[src/rtl/snn_mem_reader.sv]
// Read-side burst sequencer: streams words 0..len-1 from a 1-cycle-latency RAM
// onto a valid/ready interface through a 2-entry elastic buffer.
module snn_mem_reader #(
    parameter int DEPTH  = 8192,
    parameter int DATA_W = 16,
    localparam int AW    = $clog2(DEPTH + 1)
) (
    input  logic              clk,
    input  logic              rst,
    input  logic              start,
    input  logic [AW-1:0]     len,
    input  logic              abort,
    output logic              mem_en,
    output logic [AW-1:0]     mem_addr,
    input  logic [DATA_W-1:0] mem_rdata,
    output logic              out_valid,
    output logic [DATA_W-1:0] out_data,
    output logic              out_last,
    input  logic              out_ready,
    output logic              busy,
    output logic              done
);

    localparam int NBUF = 2;
    localparam logic [AW-1:0] ONE = AW'(1);

    typedef enum logic [1:0] {IDLE, READ, DRAIN} state_t;

    state_t            state_reg, state_next;
    logic [AW-1:0]     len_reg, issued_reg, rd_cnt_reg, addr_reg;
    logic [1:0]        occ_reg;
    logic              infl_reg, done_reg;
    logic              issue, pop, flush, buf_push, buf_pop;
    logic [1:0]        wr_pos;
    logic [DATA_W-1:0] buf_q [NBUF];

    assign pop       = out_valid && out_ready;
    assign flush     = abort && (state_reg != IDLE);
    assign buf_push  = infl_reg && !flush;
    assign buf_pop   = pop && !flush;
    // Slot the returning word lands in, after any same-cycle shift from a pop.
    assign wr_pos    = occ_reg - {1'b0, buf_pop};

    assign out_valid = (occ_reg != 2'd0);
    assign out_data  = buf_q[0];
    assign out_last  = out_valid && (rd_cnt_reg == len_reg - ONE);
    assign done      = done_reg;

    always_ff @(posedge clk or negedge rst) begin
        if (!rst) state_reg <= IDLE;
        else      state_reg <= state_next;
    end

    always_comb begin
        state_next = state_reg;
        case (state_reg)
            IDLE: begin
                if (start && (len != '0)) state_next = READ;
            end
            READ: begin
                if (abort)                                      state_next = IDLE;
                else if (issue && (issued_reg + ONE == len_reg)) state_next = DRAIN;
            end
            DRAIN: begin
                if (abort)                 state_next = IDLE;
                else if (pop && out_last)  state_next = IDLE;
            end
            default: state_next = IDLE;
        endcase
    end

    // Issue only while the buffer plus the in-flight read leaves room after this cycle's pop.
    always_comb begin
        issue = 1'b0;
        if ((state_reg == READ) && !abort && (issued_reg < len_reg) &&
            (({1'b0, occ_reg} + {2'b00, infl_reg}) < (3'd2 + {2'b00, pop})))
            issue = 1'b1;
        mem_en   = issue;
        mem_addr = issue ? issued_reg : addr_reg;
        busy     = (state_reg != IDLE);
    end

    always_ff @(posedge clk or negedge rst) begin
        if (!rst) begin
            len_reg    <= '0;
            issued_reg <= '0;
            rd_cnt_reg <= '0;
            addr_reg   <= '0;
            occ_reg    <= 2'd0;
            infl_reg   <= 1'b0;
            done_reg   <= 1'b0;
        end else begin
            done_reg <= 1'b0;
            if (state_reg == IDLE) begin
                infl_reg <= 1'b0;
                occ_reg  <= 2'd0;
                if (start) begin
                    if (len == '0) begin
                        done_reg <= 1'b1;
                    end else begin
                        len_reg    <= len;
                        issued_reg <= '0;
                        rd_cnt_reg <= '0;
                    end
                end
            end else if (flush) begin
                occ_reg  <= 2'd0;
                infl_reg <= 1'b0;
            end else begin
                infl_reg <= issue;
                if (issue) begin
                    issued_reg <= issued_reg + ONE;
                    addr_reg   <= issued_reg;
                end
                if (pop) rd_cnt_reg <= rd_cnt_reg + ONE;
                occ_reg <= occ_reg + {1'b0, buf_push} - {1'b0, buf_pop};
                if ((state_reg == DRAIN) && pop && out_last) done_reg <= 1'b1;
            end
        end
    end

    genvar gi;
    generate
        for (gi = 0; gi < NBUF; gi++) begin : g_buf
            logic [DATA_W-1:0] entry_reg;
            logic [DATA_W-1:0] shift_in;
            if (gi < NBUF - 1) begin : g_shift
                assign shift_in = buf_q[gi+1];
            end else begin : g_tail
                assign shift_in = '0;
            end
            always_ff @(posedge clk or negedge rst) begin
                if (!rst)
                    entry_reg <= '0;
                else if (buf_push && (wr_pos == 2'(gi)))
                    entry_reg <= mem_rdata;
                else if (buf_pop && (occ_reg > 2'(gi + 1)))
                    entry_reg <= shift_in;
            end
            assign buf_q[gi] = entry_reg;
        end
    endgenerate

endmodule

[config.mk]
export PLATFORM = sky130hd
export DESIGN_NAME = snn_mem_reader
export DESIGN_NICKNAME = d
export VERILOG_FILES = /design/src/rtl/snn_mem_reader.sv
export SDC_FILE = /design/constraint.sdc
export NUM_CORES = 1
export LEC_CHECK = 0
export BUFFER_PORTS_ARGS = -buffer_cell sky130_fd_sc_hd__buf_4
export CORE_MARGIN = 3
export CORE_UTILIZATION = 50
export CTS_BUF_LIST = sky130_fd_sc_hd__clkbuf_8 sky130_fd_sc_hd__clkbuf_16
export CTS_CLUSTER_DIAMETER = 50
export DETAILED_ROUTE_END_ITERATION = 7
export PLACE_DENSITY = 0.82
export SLEW_MARGIN = 20
export SYNTH_ARGS = -nofsm -noshare
export SYNTH_HDL_FRONTEND = slang
export SYNTH_SLANG_ARGS = --single-unit
[constraint.sdc]
create_clock -name clk -period 6.25 [get_ports clk]
set_clock_uncertainty 0.05 [all_clocks]
set_input_delay 1.25 -clock clk [delete_from_list [all_inputs] [get_ports clk]]
set_output_delay 1.25 -clock clk [all_outputs]
set_load 0.01 [all_outputs]
After elaboration in Yosys (flattened, before gate mapping)
Index checks and enable logic that the tools add are counted.
{"block": "totals", "regBits": 94, "in_bits": 35, "output_inout_bits": 35, "word_cells": 99}
{"block": "classes", "add_sub_neg": 8, "magnitude_cmp": 4, "eq_ne": 11, "mux": 29, "bitwise_logic": 3, "reduce_logical": 34}
{"op": "14-bit 2-to-1 mux", "count": 9}
{"op": "16-bit 2-to-1 mux", "count": 4}
{"op": "14-bit by 1-bit adder with 14-bit output, second input constant", "count": 2}
{"op": "14-bit == test", "count": 2}
{"op": "1-bit logical AND", "count": 17}
{"op": "14-bit zero test", "count": 1}
{"op": "14-bit less-than comparator", "count": 1}
{"op": "2-bit 2-to-1 mux", "count": 7}
{"op": "14-bit nonzero test", "count": 1}
{"op": "14-bit by 1-bit subtractor with 14-bit output, second input constant", "count": 1}
{"op": "2-bit nonzero test", "count": 6}
{"op": "1-bit 2-to-1 mux", "count": 8}
{"op": "4-bit AND reduction", "count": 2}
{"op": "2-bit != test, second input constant", "count": 3}
{"op": "3-bit != test, second input constant", "count": 2}
{"op": "2-bit case mux with 3 select lines", "count": 1}
{"op": "3-bit AND reduction", "count": 2}
{"op": "2-bit by 1-bit == test with 1-bit output, second input constant", "count": 2}
{"op": "2-bit zero test", "count": 2}
{"op": "2-bit by 1-bit subtractor with 2-bit output", "count": 2}
{"op": "2-bit by 1-bit adder with 3-bit output", "count": 1}
{"op": "2-bit by 1-bit adder with 3-bit output, first input constant", "count": 1}
{"op": "3-bit less-than comparator", "count": 1}
{"op": "1-bit NOT", "count": 3}
{"op": "7 further kinds", "count": 8}

Depth between registers and ports, before layout
Gate-level depths: netlist of the first run.
{"block": "logic_depth", "word_depth": 10, "mapped_depth": 12, "ltp_nobuf": 10}

Worst setup path after synthesis of the first run
Ideal clock, no wire load.
{"block": "synth_path", "path_kind": "in2out", "start": "input abort", "end": "output mem_addr[0]", "arrival_ns": 2.937, "required_time_ns": 4.950, "path_slack_ns": 2.013, "stages": 7, "cell_sequence": "nor2_1 nand2_1 or3_1 or4_1 clkbuf_1 clkbuf_1 o21ai_0"}
{"block": "synth_between", "elab_chain_cells": 6}
{"item": "start: declaration", "line_no": "12", "rtl": "input logic abort,"}
{"item": "1-bit zero test", "line_no": "75", "rtl": "if ((state_reg == READ) && !abort && (issued_reg < len_reg) &&"}
{"item": "1-bit logical AND (3 in series)", "line_no": "75"}
{"item": "1-bit 2-to-1 mux", "line_no": "75"}
{"item": "14-bit 2-to-1 mux"}
{"item": "end: declaration", "line_no": "14", "rtl": "output logic [AW-1:0] mem_addr,"}
No other way between the ends.

Worst setup path in the final report of the first run
{"block": "layout_path", "start": "register len_reg[9]", "end": "output mem_addr[1]"}
{"block": "layout_between", "elab_chain_cells": 5}
{"item": "start: declaration", "line_no": "30", "rtl": "logic [AW-1:0] len_reg, issued_reg, rd_cnt_reg, addr_reg;"}
{"item": "start signal: assignment", "line_no": "101", "rtl": "len_reg <= len;"}
{"item": "14-bit less-than comparator", "line_no": "75"}
{"item": "1-bit logical AND (2 in series)", "line_no": "75"}
{"item": "1-bit 2-to-1 mux", "line_no": "75"}
{"item": "14-bit 2-to-1 mux"}
No other way between the ends.

==> results of run 1 <==
[layout make-up]
cell class	count	area (um^2)	area share, %
clock inverter	7	67.56	1.105
clock buffer	9	123.9	2.026
timing repair buffer	74	566.8	9.270
inverter	24	90.09	1.473
multi-input combinational	435	2748	44.94
sequential	94	2352	38.47
tap	133	166.4	2.722
[synthesized netlist by cell type, types with 4 or more instances]
cell	count	area, um^2
nand4_1	9	56.30
a22o_1	16	140.1
a31oi_1	6	37.54
xnor2_1	35	306.5
o31ai_1	6	45.04
or3_1	9	56.30
inv_1	23	86.33
dfrtp_1	94	2352
xor2_1	13	113.9
nor2_1	47	176.4
nor4_1	7	43.79
nand3_1	11	55.05
and2_1	4	25.02
o2111ai_1	4	35.03
nor3_1	12	60.06
ha_1	22	275.3
mux2i_1	17	170.2
clkbuf_1	17	63.81
o21ai_0	50	250.2
buf_2	7	35.03
a21oi_1	28	140.1
nand2_1	91	341.6
and3_1	5	31.28
[critical path, delay by kind of cell (launching register included)]
family	cells	cell delay [ns]
AND/OR/NAND/NOR	5	1.48
adder cells (fa/ha/maj)	1	0.35
buffers and inverters	3	1.04
flip-flops	1	0.50
AO/OA/AOI/OAI	2	0.34
[how the worst min path moves through the flow]
stage                 startpoint          end  slack (ns)  depth (start not counted)
floorplan           state_reg[0]         done        0.39                          1
global placement     addr_reg[9]  addr_reg[9]        0.40                          2
detailed placement   addr_reg[2]  addr_reg[2]        0.41                          2
CTS                  addr_reg[1]  addr_reg[1]        0.43                          2
global route        state_reg[0]         done        0.45                          1
finish               addr_reg[1]  addr_reg[1]        0.43                          2
[logic make-up (layout without fill, tap and decap cells)]
logic type      count (synthesis)  count (layout)  synth area share [%]
buf+inv                        50             114                 3.872
mux                            18              18                 3.424
flops                          94              94                 44.39
xor+xnor                       48              48                 7.934
fa+ha+maj                      22              22                 5.195
simple gates                  219             219                 19.74
compound gates                128             128                 15.44
[metrics by stage]
stage	utilization [%]	hold WS (ns)	total power, uW	setup slack, ns
3_5_place_dp	58.72	0.4088	1312	1.315
6_report	60.87	0.4308	1703	0.8606
2_1_floorplan	-	0.3874	1120	2.013
5_1_grt	60.87	0.4520	1813	0.4435
4_1_cts	60.63	0.4338	1709	0.9288
3_3_place_gp	58.72	0.4036	1285	1.377
[per-layer routing]
metal | up-vias | global-route usage [%] | part of all wire [%]
li1 | 2159 | - | -
met1 | 2186 | 29.68 | 43
met2 | 140 | 38.82 | 49
met3 | 21 | 4.085 | 5.5
met4 | 0 | 8.115 | 1.8
met5 | - | 0 | 0
[power breakdown]
group          switching, uW  internal (uW)
Clock                    243            154
Combinational            248            237
Sequential               100            721
==> results.md, run 1 <==
* Outcome: completed
* Worst path max stage delay at 0.80 ns
* GRT Total Usage at 22.99%
* Fin nets at 695
* Detail Placement HPWL at between 9000 and 10,000 um
* Synth Flop Type: dfrtp_1
* Design area at 6115 um^2
* GPL Wtd Cong at 0.8777
* CTS tree: built
* Cells after synthesis at 579
* Kind of end point of the critical path: output port
* Most frequent CP cell: nand2_1
* Post-CTS Resized at 0
* Post-DP Area at 5898 um^2
* FF-to-FF End: addr_reg[1]
* Final setup fails at 0
* Reg2Reg Launch Point: len_reg[9]
* Reg2reg setup slack at 2.54 ns
* Area delta synth->final at 15.40%
* Detail Route Antenna Nets at 0
* Least-Margin Pin Slew at approximately 1 ns
* Min-delay worst type: reg2reg
* CTS buffer count at 9
* PD cells at 278.5 nW/um^2
* Yosys warning count at 0
* Hold_buf cts at 0
* RSZ-0062 raised after global routing: no
* Period minus WS final at 5.389 ns
* Antenna violations before repair at 0
* Io pins at 70
* GR Overflow Total at 0
* Worst path required time at 4.95 ns
* Syn_area_per_cell at 9.152 um^2
* Critical path launch point type: flip-flop
* Commonest non-fill, non-tap cell in the layout: dfrtp_1
* Max Cap Viol at 0
* First-pass GRT wire length at 21,330 um
* Netlist Area Pre-Place at 5299 um^2
* Slew HR at 34.78%
* Post-synthesis register bit count at 94
* Layout cells sized above 1 at 15.86%
* Maximum clock insertion buffer count at 2
* Vias at 4,506
* Number of synthesized flops with an enable pin at 0
* Core area at 10,040 um^2
* Sequential fraction of the synthesis area at about 44%
* Peak VDD IR at 155.8 uV
* Worst path cell trace: inv_1 > ha_1 > nand4_1 > nor3_1 > o41ai_1 > a21oi_1 > or4_1 > clkinv_1 > nand2_1 > nand2_1 > buf_4
* Critical path's slowest cell: or4_1
* Mapped Nets at 636
* Die Y at approximately 110 um
* Crit Path Max Fanout at 30
* Initial core utilization at 52.75%
* CP endpoint: mem_addr[1]
* Die ar. at 11,870 um^2
* Clk sinks at 94
* Number of instances in the placed design at 759
* FF-to-FF path depth at 10
* Final Non-Filler Cells at 776
* Post CTS Setup Buffer Count at 0
* Clk Latency, worst-skew pair at 0.38 ns
* CTS clock-pin slew for the worst setup and hold paths at 0.10 ns
* Site Rows at 36
* H-tree depth at 3
* DR WL/cell at 16.55 um
* Worst setup path class: reg2out
* Pin count of the biggest net entering global routing at slightly above 90
* Drt first pass iters at 5
* Crit path from: len_reg[9]
* Cell leakage power at between 0.002 and 0.003 uW
* Diode count at 0
* Fillers at 821
* Hold Vio Cnt, Final at 0
* Root Buffer: clkbuf_8
* Chip width at 108.9 um
* Most frequent cells in the layout: dfrtp_1, nand2_1, buf_4, o21ai_0, nor2_1
* Ys async rst share at 100.0%
* Final Max Slew Viols at 0
* F_max at 0.1856 GHz
* Vias per cell at about 5.8
* Final worst-path cycle share at 86.23%
* Post-synth cell types at 57
* Vias in the first global route at 4,390
* Initial DRC count at around 310
* DR DRC count at 0
* Fin Setup TNS at 0 ns
* PortBufs at 69
* Total wire length at roughly 13,000 um
* Crit path DAT at 4.09 ns
(Power assumes the default switching activity.)
==> run 2, diff against run 1 <==
--- a/config.mk
+++ b/config.mk
@@ -11,6 +11,7 @@
 export CTS_BUF_LIST = sky130_fd_sc_hd__clkbuf_8 sky130_fd_sc_hd__clkbuf_16
 export CTS_CLUSTER_DIAMETER = 50
 export DETAILED_ROUTE_END_ITERATION = 7
+export GPL_TIMING_DRIVEN = 0
 export PLACE_DENSITY = 0.82
 export SLEW_MARGIN = 20
 export SYNTH_ARGS = -nofsm -noshare
==> run 2 against run 1 <==
  * Count of clock-buffer cells in the layout unchanged
  * Wire length increased by 5.6%
  * Sequential power fell by 0.5%
  * Register-to-register slack better by 0.43 ns
  * Sequential share of layout area is 0.37 points lower
  * Global-route usage is 0.48 points higher
  * Critical path type unchanged
  * Largest cell class unchanged
==> results.md, run 2 (synthesis gave the netlist of run 1 again) <==
* WHS Endpoint: addr_reg[1]
* Chip width at 108.9 um
* Internal Power at about 1100 uW
* Peak VDD IR at 141.9 uV
* Crit Path Max Fanout at 10
* Io pins at 70
* Layout cells sized above 1 at between 15 and 20%
* Kind of end point of the critical path: output port
* Maximum clock insertion buffer count at 2
* Fin Setup TNS at 0 ns
* Reg2reg setup slack at 2.97 ns
* Critical path launch point type: flip-flop
* Crit path DAT at 3.67 ns
* Least-Margin Pin Slew at 0.8450 ns
* Diode count at 0
* Sw frac at 34.83%
* Reg2Reg Launch Point: len_reg[9]
* PortBufs at ~70
* Detail Placement HPWL at 10,200 um
* Worst path cell trace: clkbuf_1 > inv_1 > ha_1 > nand4_1 > nor3_1 > o41ai_1 > a21oi_1 > or4_1 > clkbuf_1 > clkbuf_1 > nand2_1 > nand2_1 > buf_4
* Initial core utilization at 52.75%
* Final Max Slew Viols at 0
* Net switching power figure at ~600 uW
* Min-delay worst type: reg2reg
* Sequential Power Share at 47.8%
* Period minus WS final at 4.971 ns
* Area delta synth->final at 16.51%
* DR WL/cell at 17.00 um
* Clk sinks at 94
* Post-DP Area at 5987 um^2
* Hold Crit Depth at 2
* Hold Vio Cnt, Final at 0
* Worst setup path class: reg2out
* Fin nets at between 700 and 800
* HP Start: addr_reg[1]
* Clock power share at 22.8%
* FF-to-FF End: addr_reg[9]
* PD cells at 277.0 nW/um^2
* Slew HR at 43.66%
* Vias in the first global route at 4,620
* F_max at 0.2012 GHz
* Pin count of the biggest net entering global routing at 95
* Die Y at 108.9 um
* Post CTS Setup Buffer Count at 0
* Stages on worst setup path at 13
* Worst Path Buf+Inv at 5
* RSZ-0062 raised after global routing: no
* Vias per cell at between 5 and 6
* Post-CTS Resized at 0
* Die ar. at 11,870 um^2
* Design area at 6173 um^2
* Max Cap Viol at 0
* CP delay by family, top: buffers and inverters
* Clk Latency, worst-skew pair at 0.37 ns
* Antenna violations before repair at 0
* Critical path's slowest cell: clkbuf_1
* Outcome: completed
* Vias at 4,673
* First-pass GRT wire length at roughly 22,000 um
* Drt first pass iters at 4
* Cell leakage power at 0.003011 uW
* CTS clock-pin slew for the worst setup and hold paths at 0.10 ns
* Root Buffer: clkbuf_8
* Site Rows at 36
* CTS tree: built
* Hold_buf cts at 0
* Initial DRC count at 233
* CTS buffer count at 9
* Worst path max stage delay at 0.40 ns
* Final setup fails at 0
* H-tree depth at 3
* GPL Wtd Cong at 0.9200
* Comb power frac at 29.4%
* DR DRC count at 0
* Detail Route Antenna Nets at 0
* Most frequent CP cell: clkbuf_1
* FF-to-FF path depth at 12
* Final worst-path cycle share at just under 80%
* Core area at 10,040 um^2
* Most frequent cells in the layout: dfrtp_1, nand2_1, buf_4, o21ai_0, nor2_1
* Total wire length at 13,550 um
* GR Overflow Total at 0
* GRT Total Usage at around a quarter
* Commonest non-fill, non-tap cell in the layout: dfrtp_1
* Worst path required time at 4.95 ns
==> run 2: worst max-delay path by stage <==
stage,start,endpoint
3_5_place_dp,abort,mem_addr[7]
3_3_place_gp,abort,mem_addr[8]
6_report,len_reg[9],mem_addr[8]
2_1_floorplan,abort,mem_addr[0]
4_1_cts,len_reg[9],mem_addr[7]
5_1_grt,len_reg[9],mem_addr[12]
==> run 2: cell type report <==
cell class	instances	area, um^2
Buffer	26	115.1
Clock buffer	9	123.9
Clock inverter	7	62.56
Fill cell	850	3871
Inverter	24	90.09
Multi-Input combinational cell	435	2741
Sequential cell	94	2352
Tap cell	133	166.4
Timing Repair Buffer	69	521.8
==> run 2: per-stage QoR <==
| step | setup WS [ns] | cells | power [uW] | util [%] | hold WS [ns] |
|---|---|---|---|---|---|
| detailed placement | 1.598 | 781 | 1328 | 59.60 | 0.4077 |
| global route | 0.8542 | 797 | 1809 | 61.46 | 0.4505 |
| global placement | 1.626 | 781 | 1300 | 59.57 | 0.4019 |
| finish | 1.279 | 797 | 1710 | 61.46 | 0.4284 |
| floorplan | 2.013 | 579 | 1120 | - | 0.3874 |
| CTS | 1.333 | 797 | 1713 | 61.46 | 0.4294 |
==> run 2: metal layers <==
layer	global-route usage (%)	vias to the layer above	part of all wire (%)
li1	-	2194	-
met1	30.02	2288	42
met2	39.04	158	49
met3	3.848	33	5.9
met4	10.64	0	3.1
met5	0	-	0
==> run 2: worst register-to-register path, delay by kind of cell (launching register included) <==
family,cells,cell delay (ns)
AO/OA/AOI/OAI,2,0.34
adder cells (fa/ha/maj),1,0.36
buffers and inverters,4,1.35
flip-flops,1,0.34
AND/OR/NAND/NOR,5,0.77
==> run 2: power groups by stage <==
stage	Sequential (uW)	Clock, uW	Combinational [uW]
6_report	817	390	503
5_1_grt	829	421	560
4_1_cts	814	394	504
3_5_place_dp	827	0	501
3_3_place_gp	818	0	482
2_1_floorplan	818	0	303
==> run 3, diff against run 2 <==
--- a/config.mk
+++ b/config.mk
@@ -5,6 +5,7 @@
 export SDC_FILE = /design/constraint.sdc
 export NUM_CORES = 1
 export LEC_CHECK = 0
+export ABC_AREA = 1
 export BUFFER_PORTS_ARGS = -buffer_cell sky130_fd_sc_hd__buf_4
 export CORE_MARGIN = 3
 export CORE_UTILIZATION = 50
@@ -12,7 +13,7 @@
 export CTS_CLUSTER_DIAMETER = 50
 export DETAILED_ROUTE_END_ITERATION = 7
 export GPL_TIMING_DRIVEN = 0
-export PLACE_DENSITY = 0.82
+export PLACE_DENSITY = 0.84
 export SLEW_MARGIN = 20
 export SYNTH_ARGS = -nofsm -noshare
 export SYNTH_HDL_FRONTEND = slang
==> constraint.sdc (replaced) <==
create_clock -name clk -period 4.35 [get_ports clk]
set_clock_uncertainty 0.05 [all_clocks]
set_input_delay 0.87 -clock clk [delete_from_list [all_inputs] [get_ports clk]]
set_output_delay 0.87 -clock clk [all_outputs]
set_load 0.01 [all_outputs]
==> run 3 against run 2 <==
  * Worst hold slack improved by 0.0015 ns
  * Register-to-register slack lost 1.1 ns
  * Clock power rose by 110%
  * Power up 66%
  * First-iteration DRC count up 45%
  * Critical path type unchanged
  * Count of clock-buffer cells in the layout increased by 1
  * Critical endpoint is now mem_addr[9]
  * Combinational power rose by 63%
==> results.md, run 3 <==
* PortBufs at 69
* Outcome: completed
* F_max at ~0.27 GHz
* Commonest non-fill, non-tap cell in the layout: nand2_1
* Fin nets at between 900 and 1,000
* Initial DRC count at 337
* Synth top area share at 40.69%
* GR Overflow Total at 0
* Crit path DAT at 2.80 ns
* CP delay by family, top: buffers and inverters
* Most frequent cells in the layout: nand2_1, inv_1, dfrtp_1, buf_4, nand3_1
* Post-synth cell types at 39
* Site Rows at 38
* Chip width at 113.5 um
* Mapped Nets at 833
* Critical path's slowest cell: ha_1
* Top-count cell post-synth: nand2_1
* Clk Latency, worst-skew pair at 0.35 ns
* PD cells at 417.8 nW/um^2
* Multi-input gate area at a little under 3000 um^2
* Hold_buf cts at 0
* Reg2Reg Launch Point: len_reg[11]
* Hold Slack at 0.4298 ns
* Core Util, Final at 61.17%
* CTS clock-pin slew for the worst setup and hold paths at roughly 0.070 ns
* Critical path launch point type: flip-flop
* Fillers at 1,028
* Kind of end point of the critical path: output port
* Post-synthesis register bit count at 94
* FF-to-FF End: issued_reg[12]
* Netlist Area Pre-Place at 5781 um^2
* Synth cell count leaders: nand2_1, inv_1, dfrtp_1
* DR DRC count at 0
* Cell leakage power at 0.003368 uW
* Number of synthesized flops with an enable pin at 0
* Hold Crit Depth at 2
* Yosys warning count at 0
* Synth area leader: dfrtp_1
* Slew HR at between 40 and 50%
* Die Y at ~110 um
* Vias at 5,299
* GPL Wtd Cong at 0.9493
* Area delta synth->final at 17.23%
* Syn_area_per_cell at around 7.4 um^2
* Worst Path Buf+Inv at 6
* WHS Endpoint: addr_reg[2]
* Diode count at 0
* Worst path cell trace: clkbuf_1 > inv_1 > ha_1 > nand2_1 > inv_1 > o21ai_0 > nand2_1 > nor2_1 > nand4_1 > buf_2 > buf_4 > o21ai_1 > buf_4
* Fin Setup TNS at 0 ns
* Vias per cell at about 5.3
* GRT Total Usage at 23.36%
* Maximum clock insertion buffer count at 2
* Least-Margin Pin Slew at 0.8513 ns
* CTS buffer count at 9
* Post-CTS Resized at 0
* Final worst-path cycle share at 85.43%
* H-tree depth at 3
* Drt first pass iters at 5
* Worst path max stage delay at between 0.3 and 0.4 ns
* Root Buffer: clkbuf_16
* HP Start: addr_reg[2]
* Period minus WS final at 3.716 ns
* Die ar. at approximately 13,000 um^2
* Ranking of synthesized cells by area: dfrtp_1, nand2_1, inv_1
* Final Max Slew Viols at 0
* Pin count of the biggest net entering global routing at 95
* Vias in the first global route at 5,264
* Ys async rst share at 100.0%
* Post CTS Setup Buffer Count at 0
* First-pass GRT wire length at about 24,000 um
* Core area at 11,080 um^2
* Final setup fails at 0
* DR WL/cell at between 10 and 15 um
* FF-to-FF path depth at 14
* Worst setup path class: reg2out
* Peak VDD IR at 253.4 uV
* Layout cells sized above 1 at roughly 14%
* CTS tree: built
* Initial core utilization at around 52%
* Hold Vio Cnt, Final at 0
* Sequential fraction of the synthesis area at 40.69%
* Crit Path Max Fanout at 10
* Antenna violations before repair at 0
* Clk sinks at 94
* Register Area at roughly 2400 um^2
* Reg2reg setup slack at 1.85 ns
* RSZ-0062 raised after global routing: no
* Min-delay worst type: reg2reg
* Synth Flop Type: dfrtp_1
* Detail Placement HPWL at 10,630 um
* Cells after synthesis at 776
* Total wire length at 13,970 um
* Worst path required time at 3.43 ns
* Detail Route Antenna Nets at 0
* Io pins at 70
* Max Cap Viol at 0
## run 3: cell count changes in the layout (fill, tap and decap cells not counted), sizes merged, moves of 17 or more
cell,previous run,this run
xnor2,35,8
mux2i,17,0
nor2,48,69
inv,27,104
nand2,91,208
nand3,11,70
## run 3: cell type report
type	instances	share of cell area [%]
multi-input combinational	554	43.13
tap	140	2.585
buffer	24	1.699
sequential	94	34.71
timing repair buffer	69	7.699
inverter	104	5.761
clock buffer	10	3.527
clock inverter	5	0.8863
## run 3: worst max path at each step
stage                   end  slack, ns  cells past startpoint        start
2_1_floorplan  mem_addr[13]       1.52                     12  len_reg[11]
3_3_place_gp    mem_addr[9]       1.04                     13  len_reg[11]
3_5_place_dp    mem_addr[9]       1.02                     13  len_reg[11]
4_1_cts         mem_addr[9]       0.62                     13  len_reg[11]
5_1_grt         mem_addr[9]       0.38                     13  len_reg[11]
6_report        mem_addr[9]       0.63                     13  len_reg[11]
## run 3: per-layer routing
layer / track usage, % / wire [um]
met1: 30.93 / 6311
met2: 38.83 / 6639
met3: 4.085 / 764
met4: 7.933 / 258
met5: 0 / 0
## run 3: cell families after synthesis
family	share of synthesized area, %
and+or+nand+nor	28.46
buffers and inverters	8.744
DFF	40.69
AOI/OAI and AO/OA	11.82
xor gates and xnor gates	5.520
adders and majority gates	4.762
## run 3: stage by stage
stage	instance area [um^2]	total power, uW	worst slack (ns)	cells
finish	6777	2831	0.6337	1000
floorplan	5781	1734	1.515	776
global placement	6474	2010	1.041	985
CTS	6777	2856	0.6197	1000
global route	6777	3040	0.3794	1000
detailed placement	6477	2048	1.016	985
## run 3: tightest hold or removal path: stages, from the launching register on
cell and delay (ns):
dfrtp_1 0.32, nand2_1 0.06, nand2_1 0.06
## run 3: power breakdown
| part | internal (uW) | switching [uW] | total [uW] | leakage, uW |
|---|---|---|---|---|
| combinational | 346 | 473 | 820 | 0.00203 |
| clock | 459 | 344 | 803 | 0.000145 |
| sequential | 1070 | 141 | 1210 | 0.00119 |
| total | 1870 | 959 | 2830 | 0.00337 |
